==> src/rtl/address_unit_if.sv <==
// address_unit_if
//   Bus bundle between the 6502 control unit (master) and the address
//   generation stage (slave).
//   master drives: DATA_IN, OFFSET, SELECT_ADDRESS, VEC_HI and the
//                  PC/MAR/offset strobes
//   slave drives:  ADDRESS, PC_OUT, MAR_OUT, BUSY, PAGE_CROSS
interface address_unit_if;
  logic [7:0]  DATA_IN;
  logic [7:0]  OFFSET;
  logic [1:0]  SELECT_ADDRESS;
  logic        VEC_HI;
  logic        reset_PC;
  logic        load_PC;
  logic        inc_PC;
  logic        reset_MAR;
  logic        load_MARL;
  logic        load_MARH;
  logic        load_offset;
  logic        reset_offset;
  logic        ZP_WRAP;
  logic [15:0] ADDRESS;
  logic [15:0] PC_OUT;
  logic [15:0] MAR_OUT;
  logic        BUSY;
  logic        PAGE_CROSS;

  modport master (
    output DATA_IN, OFFSET, SELECT_ADDRESS, VEC_HI,
    output reset_PC, load_PC, inc_PC,
    output reset_MAR, load_MARL, load_MARH,
    output load_offset, reset_offset, ZP_WRAP,
    input  ADDRESS, PC_OUT, MAR_OUT, BUSY, PAGE_CROSS
  );

  modport slave (
    input  DATA_IN, OFFSET, SELECT_ADDRESS, VEC_HI,
    input  reset_PC, load_PC, inc_PC,
    input  reset_MAR, load_MARL, load_MARH,
    input  load_offset, reset_offset, ZP_WRAP,
    output ADDRESS, PC_OUT, MAR_OUT, BUSY, PAGE_CROSS
  );
endinterface

==> src/rtl/address_unit.sv <==
// address_unit
//   16-bit address generation stage behind the 6502 control unit. Holds PC
//   and MAR, executes the controller's strobes, performs indexed addition
//   MAR += OFFSET with a one-cycle high-byte fix-up on page cross, and drives
//   the memory address bus.
//   Ports:
//     CLK    system clock, all state changes on the rising edge
//     RESET  synchronous active-high reset, overrides every strobe
//     bus    address_unit_if.slave: data/offset inputs, address select,
//            strobes in; ADDRESS, PC_OUT, MAR_OUT, BUSY, PAGE_CROSS out
//
//   state | meaning
//   ------+-----------------------------------------------------------
//   IDLE  | accepting strobes; load_offset performs the low-byte add
//   FIX   | low byte already updated, MAR high byte increments next edge
module address_unit #(
  parameter logic [15:0] PC_RESET    = 16'h0000,
  parameter logic [15:0] VECTOR_BASE = 16'hFFFC
) (
  input logic           CLK,
  input logic           RESET,
  address_unit_if.slave bus
);

  typedef enum logic [0:0] {
    IDLE = 1'b0,
    FIX  = 1'b1
  } state_t;

  state_t      state, state_n;
  logic [15:0] pc, pc_n;
  logic [15:0] mar, mar_n;
  logic        page_cross, page_cross_n;
  logic [8:0]  sum;

  assign sum = {1'b0, mar[7:0]} + {1'b0, bus.OFFSET};

  always_ff @(posedge CLK) begin
    if (RESET) begin
      state      <= IDLE;
      pc         <= PC_RESET;
      mar        <= 16'h0000;
      page_cross <= 1'b0;
    end else begin
      state      <= state_n;
      pc         <= pc_n;
      mar        <= mar_n;
      page_cross <= page_cross_n;
    end
  end

  always_comb begin
    state_n      = state;
    pc_n         = pc;
    mar_n        = mar;
    page_cross_n = page_cross;

    // load_PC samples the current MAR, never the value being written this edge
    if (bus.reset_PC)     pc_n = PC_RESET;
    else if (bus.load_PC) pc_n = mar;
    else if (bus.inc_PC)  pc_n = pc + 16'd1;

    // Indexed update first; explicit MAR strobes below override it per byte
    unique case (state)
      IDLE: begin
        if (bus.reset_offset) begin
          page_cross_n = 1'b0;
        end else if (bus.load_offset) begin
          mar_n[7:0] = sum[7:0];
          if (sum[8] && !bus.ZP_WRAP) begin
            page_cross_n = 1'b1;
            state_n      = FIX;
          end
        end
      end
      FIX: begin
        state_n = IDLE;
        if (bus.reset_offset) begin
          page_cross_n = 1'b0;
        end else if (!bus.load_MARH && !bus.reset_MAR) begin
          mar_n[15:8] = mar[15:8] + 8'd1;
        end
      end
      default: state_n = IDLE;
    endcase

    if (bus.reset_MAR) begin
      mar_n = 16'h0000;
    end else begin
      if (bus.load_MARL) mar_n[7:0]  = bus.DATA_IN;
      if (bus.load_MARH) mar_n[15:8] = bus.DATA_IN;
    end
  end

  always_comb begin
    unique case (bus.SELECT_ADDRESS)
      2'b00:   bus.ADDRESS = pc;
      2'b01:   bus.ADDRESS = mar;
      2'b10:   bus.ADDRESS = {8'h00, mar[7:0]};
      default: bus.ADDRESS = VECTOR_BASE + {15'd0, bus.VEC_HI};
    endcase
  end

  assign bus.PC_OUT     = pc;
  assign bus.MAR_OUT    = mar;
  assign bus.BUSY       = (state == FIX);
  assign bus.PAGE_CROSS = page_cross;

endmodule

==> src/flat_wrapper.sv <==
// flat-port wrapper written by rule: the top's interface ports become plain ports
module address_unit_flat 
#(
  parameter logic [15:0] PC_RESET    = 16'h0000,
  parameter logic [15:0] VECTOR_BASE = 16'hFFFC
)
  (CLK, RESET, bus_DATA_IN, bus_OFFSET, bus_SELECT_ADDRESS, bus_VEC_HI, bus_reset_PC, bus_load_PC, bus_inc_PC, bus_reset_MAR, bus_load_MARL, bus_load_MARH, bus_load_offset, bus_reset_offset, bus_ZP_WRAP, bus_ADDRESS, bus_PC_OUT, bus_MAR_OUT, bus_BUSY, bus_PAGE_CROSS);
  address_unit_if bus_i ();
  input logic CLK;
  input logic RESET;
  input wire logic [$bits(bus_i.DATA_IN)-1:0] bus_DATA_IN;
  input wire logic [$bits(bus_i.OFFSET)-1:0] bus_OFFSET;
  input wire logic [$bits(bus_i.SELECT_ADDRESS)-1:0] bus_SELECT_ADDRESS;
  input wire logic [$bits(bus_i.VEC_HI)-1:0] bus_VEC_HI;
  input wire logic [$bits(bus_i.reset_PC)-1:0] bus_reset_PC;
  input wire logic [$bits(bus_i.load_PC)-1:0] bus_load_PC;
  input wire logic [$bits(bus_i.inc_PC)-1:0] bus_inc_PC;
  input wire logic [$bits(bus_i.reset_MAR)-1:0] bus_reset_MAR;
  input wire logic [$bits(bus_i.load_MARL)-1:0] bus_load_MARL;
  input wire logic [$bits(bus_i.load_MARH)-1:0] bus_load_MARH;
  input wire logic [$bits(bus_i.load_offset)-1:0] bus_load_offset;
  input wire logic [$bits(bus_i.reset_offset)-1:0] bus_reset_offset;
  input wire logic [$bits(bus_i.ZP_WRAP)-1:0] bus_ZP_WRAP;
  output wire logic [$bits(bus_i.ADDRESS)-1:0] bus_ADDRESS;
  output wire logic [$bits(bus_i.PC_OUT)-1:0] bus_PC_OUT;
  output wire logic [$bits(bus_i.MAR_OUT)-1:0] bus_MAR_OUT;
  output wire logic [$bits(bus_i.BUSY)-1:0] bus_BUSY;
  output wire logic [$bits(bus_i.PAGE_CROSS)-1:0] bus_PAGE_CROSS;
  assign bus_i.DATA_IN = bus_DATA_IN;
  assign bus_i.OFFSET = bus_OFFSET;
  assign bus_i.SELECT_ADDRESS = bus_SELECT_ADDRESS;
  assign bus_i.VEC_HI = bus_VEC_HI;
  assign bus_i.reset_PC = bus_reset_PC;
  assign bus_i.load_PC = bus_load_PC;
  assign bus_i.inc_PC = bus_inc_PC;
  assign bus_i.reset_MAR = bus_reset_MAR;
  assign bus_i.load_MARL = bus_load_MARL;
  assign bus_i.load_MARH = bus_load_MARH;
  assign bus_i.load_offset = bus_load_offset;
  assign bus_i.reset_offset = bus_reset_offset;
  assign bus_i.ZP_WRAP = bus_ZP_WRAP;
  assign bus_ADDRESS = bus_i.ADDRESS;
  assign bus_PC_OUT = bus_i.PC_OUT;
  assign bus_MAR_OUT = bus_i.MAR_OUT;
  assign bus_BUSY = bus_i.BUSY;
  assign bus_PAGE_CROSS = bus_i.PAGE_CROSS;
  address_unit #(.PC_RESET(PC_RESET), .VECTOR_BASE(VECTOR_BASE)) u_core (.CLK(CLK), .RESET(RESET), .bus(bus_i));
endmodule
==> config.mk <==
export PLATFORM = sky130hd
export DESIGN_NAME = address_unit_flat
export DESIGN_NICKNAME = d
export VERILOG_FILES = /design/src/rtl/address_unit_if.sv /design/src/rtl/address_unit.sv /design/src/flat_wrapper.sv
export SDC_FILE = /design/constraint.sdc
export NUM_CORES = 1
export LEC_CHECK = 0
export ABC_AREA = 1
export CAP_MARGIN = 5
export CORE_UTILIZATION = 50
export CTS_CLUSTER_DIAMETER = 200
export DETAILED_ROUTE_END_ITERATION = 8
export GPL_ROUTABILITY_DRIVEN = 0
export MAX_ROUTING_LAYER = met4
export PLACE_DENSITY_LB_ADDON = 0.3
export SYNTH_ARGS = -nofsm -noshare
export SYNTH_HDL_FRONTEND = slang
export SYNTH_SLANG_ARGS = --single-unit
==> constraint.sdc <==
create_clock -name CLK -period 2.6 [get_ports CLK]
set_input_delay 0.26 -clock CLK [delete_from_list [all_inputs] [get_ports CLK]]
set_output_delay 0.26 -clock CLK [all_outputs]
set_load 0.05 [all_outputs]
==> flow_metrics.env <==
export IMPL_finClkSkew_ns=0.00456
export IMPL_grt_pass1_vias=2747
export IMPL_ys_ff_latch=34
export IMPL_postLayoutCoreUtil_pct=75.7
export IMPL_finalCritPeriodShare_pct=84.2
export IMPL_synth_cells=391
export IMPL_antenna_found_initial=0
export IMPL_max_freq_mhz=457
export IMPL_io_pins=80
export IMPL_cts_resized=0
export IMPL_synth_area_leaders="dfxtp_1, nand2_1, inv_1"
export IMPL_synth_area_um2=2490
export IMPL_dp_cells=533
export IMPL_async_flop_share_pct=0
export IMPL_yosysTopAreaCell="dfxtp_1"
export IMPL_n_antenna_cell=0
export IMPL_area_delta_synth_final_pct=44.7
export IMPL_cts_max_level=2
export IMPL_p_leak_nw=1.53
export IMPL_r2r_cells=8
export IMPL_cap_violations=0
export IMPL_ys_warn_count=0
export IMPL_overflow=0
export IMPL_ys_flop_type="dfxtp_1"
export IMPL_path_cells="clkdlybuf4s50_1 > nor2_1 > clkinv_1 > buf_4 > nand2_1 > o21ai_0 > buf_12"
export IMPL_initial_core_util_pct=52.3
export IMPL_numClockSinks=34
export IMPL_ys_seq_area_share_pct=27.4
export IMPL_crit_fanout=10
export IMPL_synth_top_area_share_pct=27.4
export IMPL_synth_edf_count=0
export IMPL_hold_viol=0
export IMPL_chipWidth_um=72.5
export IMPL_critical_path_slowest_cell="clkdlybuf4s50_1"
export IMPL_cts_tree="built"
export IMPL_cp_arrival_ns=1.93
export IMPL_critical_path_max_stage_delay_ns=0.59
export IMPL_crit_type="input pin to primary output"
export IMPL_hold_path_class="flop to flop"
export IMPL_nNetsFinal=514
export IMPL_core_region_area_um2=4750
export IMPL_grt_max_degree=13
export IMPL_wl_per_cell_um=14.0
export IMPL_fin_cells=541
export IMPL_cts_buffer_depth=2
export IMPL_dr_pass1_iters=5
export IMPL_insertion_delay_ns=0.29
export IMPL_ys_types=36
export IMPL_hold_ws_ns=0.493
export IMPL_slew_headroom_pct=64.3
export IMPL_portBuffers=79
export IMPL_fin_setup_tns_ns=0
export IMPL_finalWorstPathRequiredPeriod_ns=2.19
export IMPL_die_area_um2=5260
export IMPL_clk_pin_slew_ns=0.07
export IMPL_ant_nets=0
export IMPL_avgSynthCellArea_um2=6.36
export IMPL_finalMaxSlewViolations=0
export IMPL_rsz0062_at_grt="false"
export IMPL_layout_drive_gt1_share_pct=9.28
export IMPL_cp_end_kind="primary output"
export IMPL_powerDensity_nw_per_um2=395
export IMPL_postCtsSetupBuffers=0
export IMPL_initialDrtViolationCount=247
export IMPL_core_rowCount=25
export IMPL_numCtsBuffers=5
export IMPL_synthesis_nets=432
export IMPL_wl_um=7600
export IMPL_setup_viol_count_final=0
export IMPL_fp_dieH_um=72.5
export IMPL_worstMarginPinSlew_ns=0.533
export IMPL_crit_required_ns=2.34
export IMPL_whs_path_depth=2
export IMPL_irDropWorstVdd_mv=0.249
export IMPL_outcome="finished, final reports clean"
export IMPL_grt_usage_pct=30.4
export IMPL_via_per_inst=5.54
export IMPL_cp_top_family="buffers and inverters"
export IMPL_power_mw=1.42
export IMPL_drc=0
export IMPL_setup_worst_path_start_class="input pin"
export IMPL_hpwl_um=5820
export IMPL_cts_hold_buf=0
export IMPL_root_buffer="clkbuf_8"
export IMPL_cp_depth=7
export IMPL_grt_pass1_wl_um=12200
export IMPL_critPathBufInv=4
export IMPL_route_vias_total=2996
[layout make-up]
class / instances / area, µm²
Clock buffer: 7 / 86.3
Clock inverter: 1 / 5.00
Fill cell: 368 / 1160
Inverter: 67 / 251
Multi-Input combinational cell: 282 / 1510
Sequential cell: 34 / 681
Tap cell: 67 / 83.8
Timing Repair Buffer: 83 / 981
[layout by cell type, fill, tap and decap left out, types with 4 or more instances in the layout]
master,synthesis,routed
ha_1,10,10
o22ai_1,7,7
nand4_1,6,6
a31oi_1,8,8
nor2_2,4,4
nand2_1,96,96
o221ai_1,4,4
nor2_1,25,25
nand3_1,38,38
nor2_4,4,4
o21ai_0,22,22
inv_1,65,65
xor2_1,6,6
a21oi_1,24,24
buf_4,1,4
dfxtp_1,34,34
clkbuf_8,0,6
clkdlybuf4s50_1,0,63
a22oi_1,9,9
buf_12,0,16
[report_power, final]
part           leakage, nW  switching [mW]  total [mW]  internal (mW)
Clock               0.0482           0.205       0.418          0.214
Combinational         1.20           0.259       0.444          0.186
Sequential           0.276          0.0250       0.559          0.534
[per-layer routing]
| layer | share of wire [%] | GRT usage [%] |
|---|---|---|
| met5 | 0 | - |
| met4 | 2.5 | 13.9 |
| met3 | 8.6 | 6.11 |
| met2 | 47 | 50.3 |
| met1 | 42 | 35.4 |
[synthesized netlist by cell type, types with 2 or more instances]
library cell,n
o221ai_1,4
buf_2,3
nand4_1,6
xnor2_1,2
nand3_2,2
nor2_2,4
a22oi_1,9
nand3_1,38
o21ai_0,22
clkbuf_1,3
nor2_4,4
xor2_1,6
nand2_2,3
o22ai_1,7
nand2_1,96
dfxtp_1,34
inv_1,65
nor2_1,25
or2_2,2
a21oi_1,24
ha_1,10
a31oi_1,8
[worst reg2reg max path, cell delays in order, from the launching register on]
cell and delay (ns):
dfxtp_1 0.45, ha_1 0.21, inv_1 0.06, fa_1 0.39, inv_1 0.09, a21oi_1 0.10
o21ai_0 0.19, nand4_1 0.13, nand2_1 0.09
[per-stage QoR]
step | instance area, µm² | setup slack, ns
2_1_floorplan | 2490 | 0.383
3_3_place_gp | 3510 | 0.513
3_5_place_dp | 3510 | 0.469
4_1_cts | 3600 | 0.438
5_1_grt | 3600 | 0.313
6_report | 3600 | 0.412
[final timing paths]
| path | startpoint | to | slack, ns |
|---|---|---|---|
| max | bus_SELECT_ADDRESS[1] | bus_ADDRESS[1] | 0.41 |
| min | u_core.bus.PAGE_CROSS$_SDFFE_PP0P_ | u_core.bus.PAGE_CROSS$_SDFFE_PP0P_ | 0.49 |
| max reg2reg | u_core.bus.MAR_OUT[0]$_SDFFE_PP0P_ | u_core.bus.PAGE_CROSS$_SDFFE_PP0P_ | 0.85 |
| min reg2reg | u_core.bus.PAGE_CROSS$_SDFFE_PP0P_ | u_core.bus.PAGE_CROSS$_SDFFE_PP0P_ | 0.49 |
[sequential cells by signal, indices dropped and copies added, names as in the netlist]
register               cells
u_core.bus.MAR_OUT        16
u_core.bus.PC_OUT         16
u_core.bus.BUSY            1
u_core.bus.PAGE_CROSS      1
[cells by family (layout without fill, tap and decap cells)]
| group | count (synthesis) | after routing | share of synthesized area, % |
|---|---|---|---|
| AOI/OAI and AO/OA | 81 | 81 | 19.3 |
| adders and majority gates | 11 | 11 | 5.84 |
| and+or+nand+nor | 182 | 182 | 32.8 |
| xor gates and xnor gates | 8 | 8 | 2.82 |
| DFF | 34 | 34 | 27.4 |
| buffers and inverters | 75 | 158 | 11.9 |
Power figures use the tool's default switching activity.
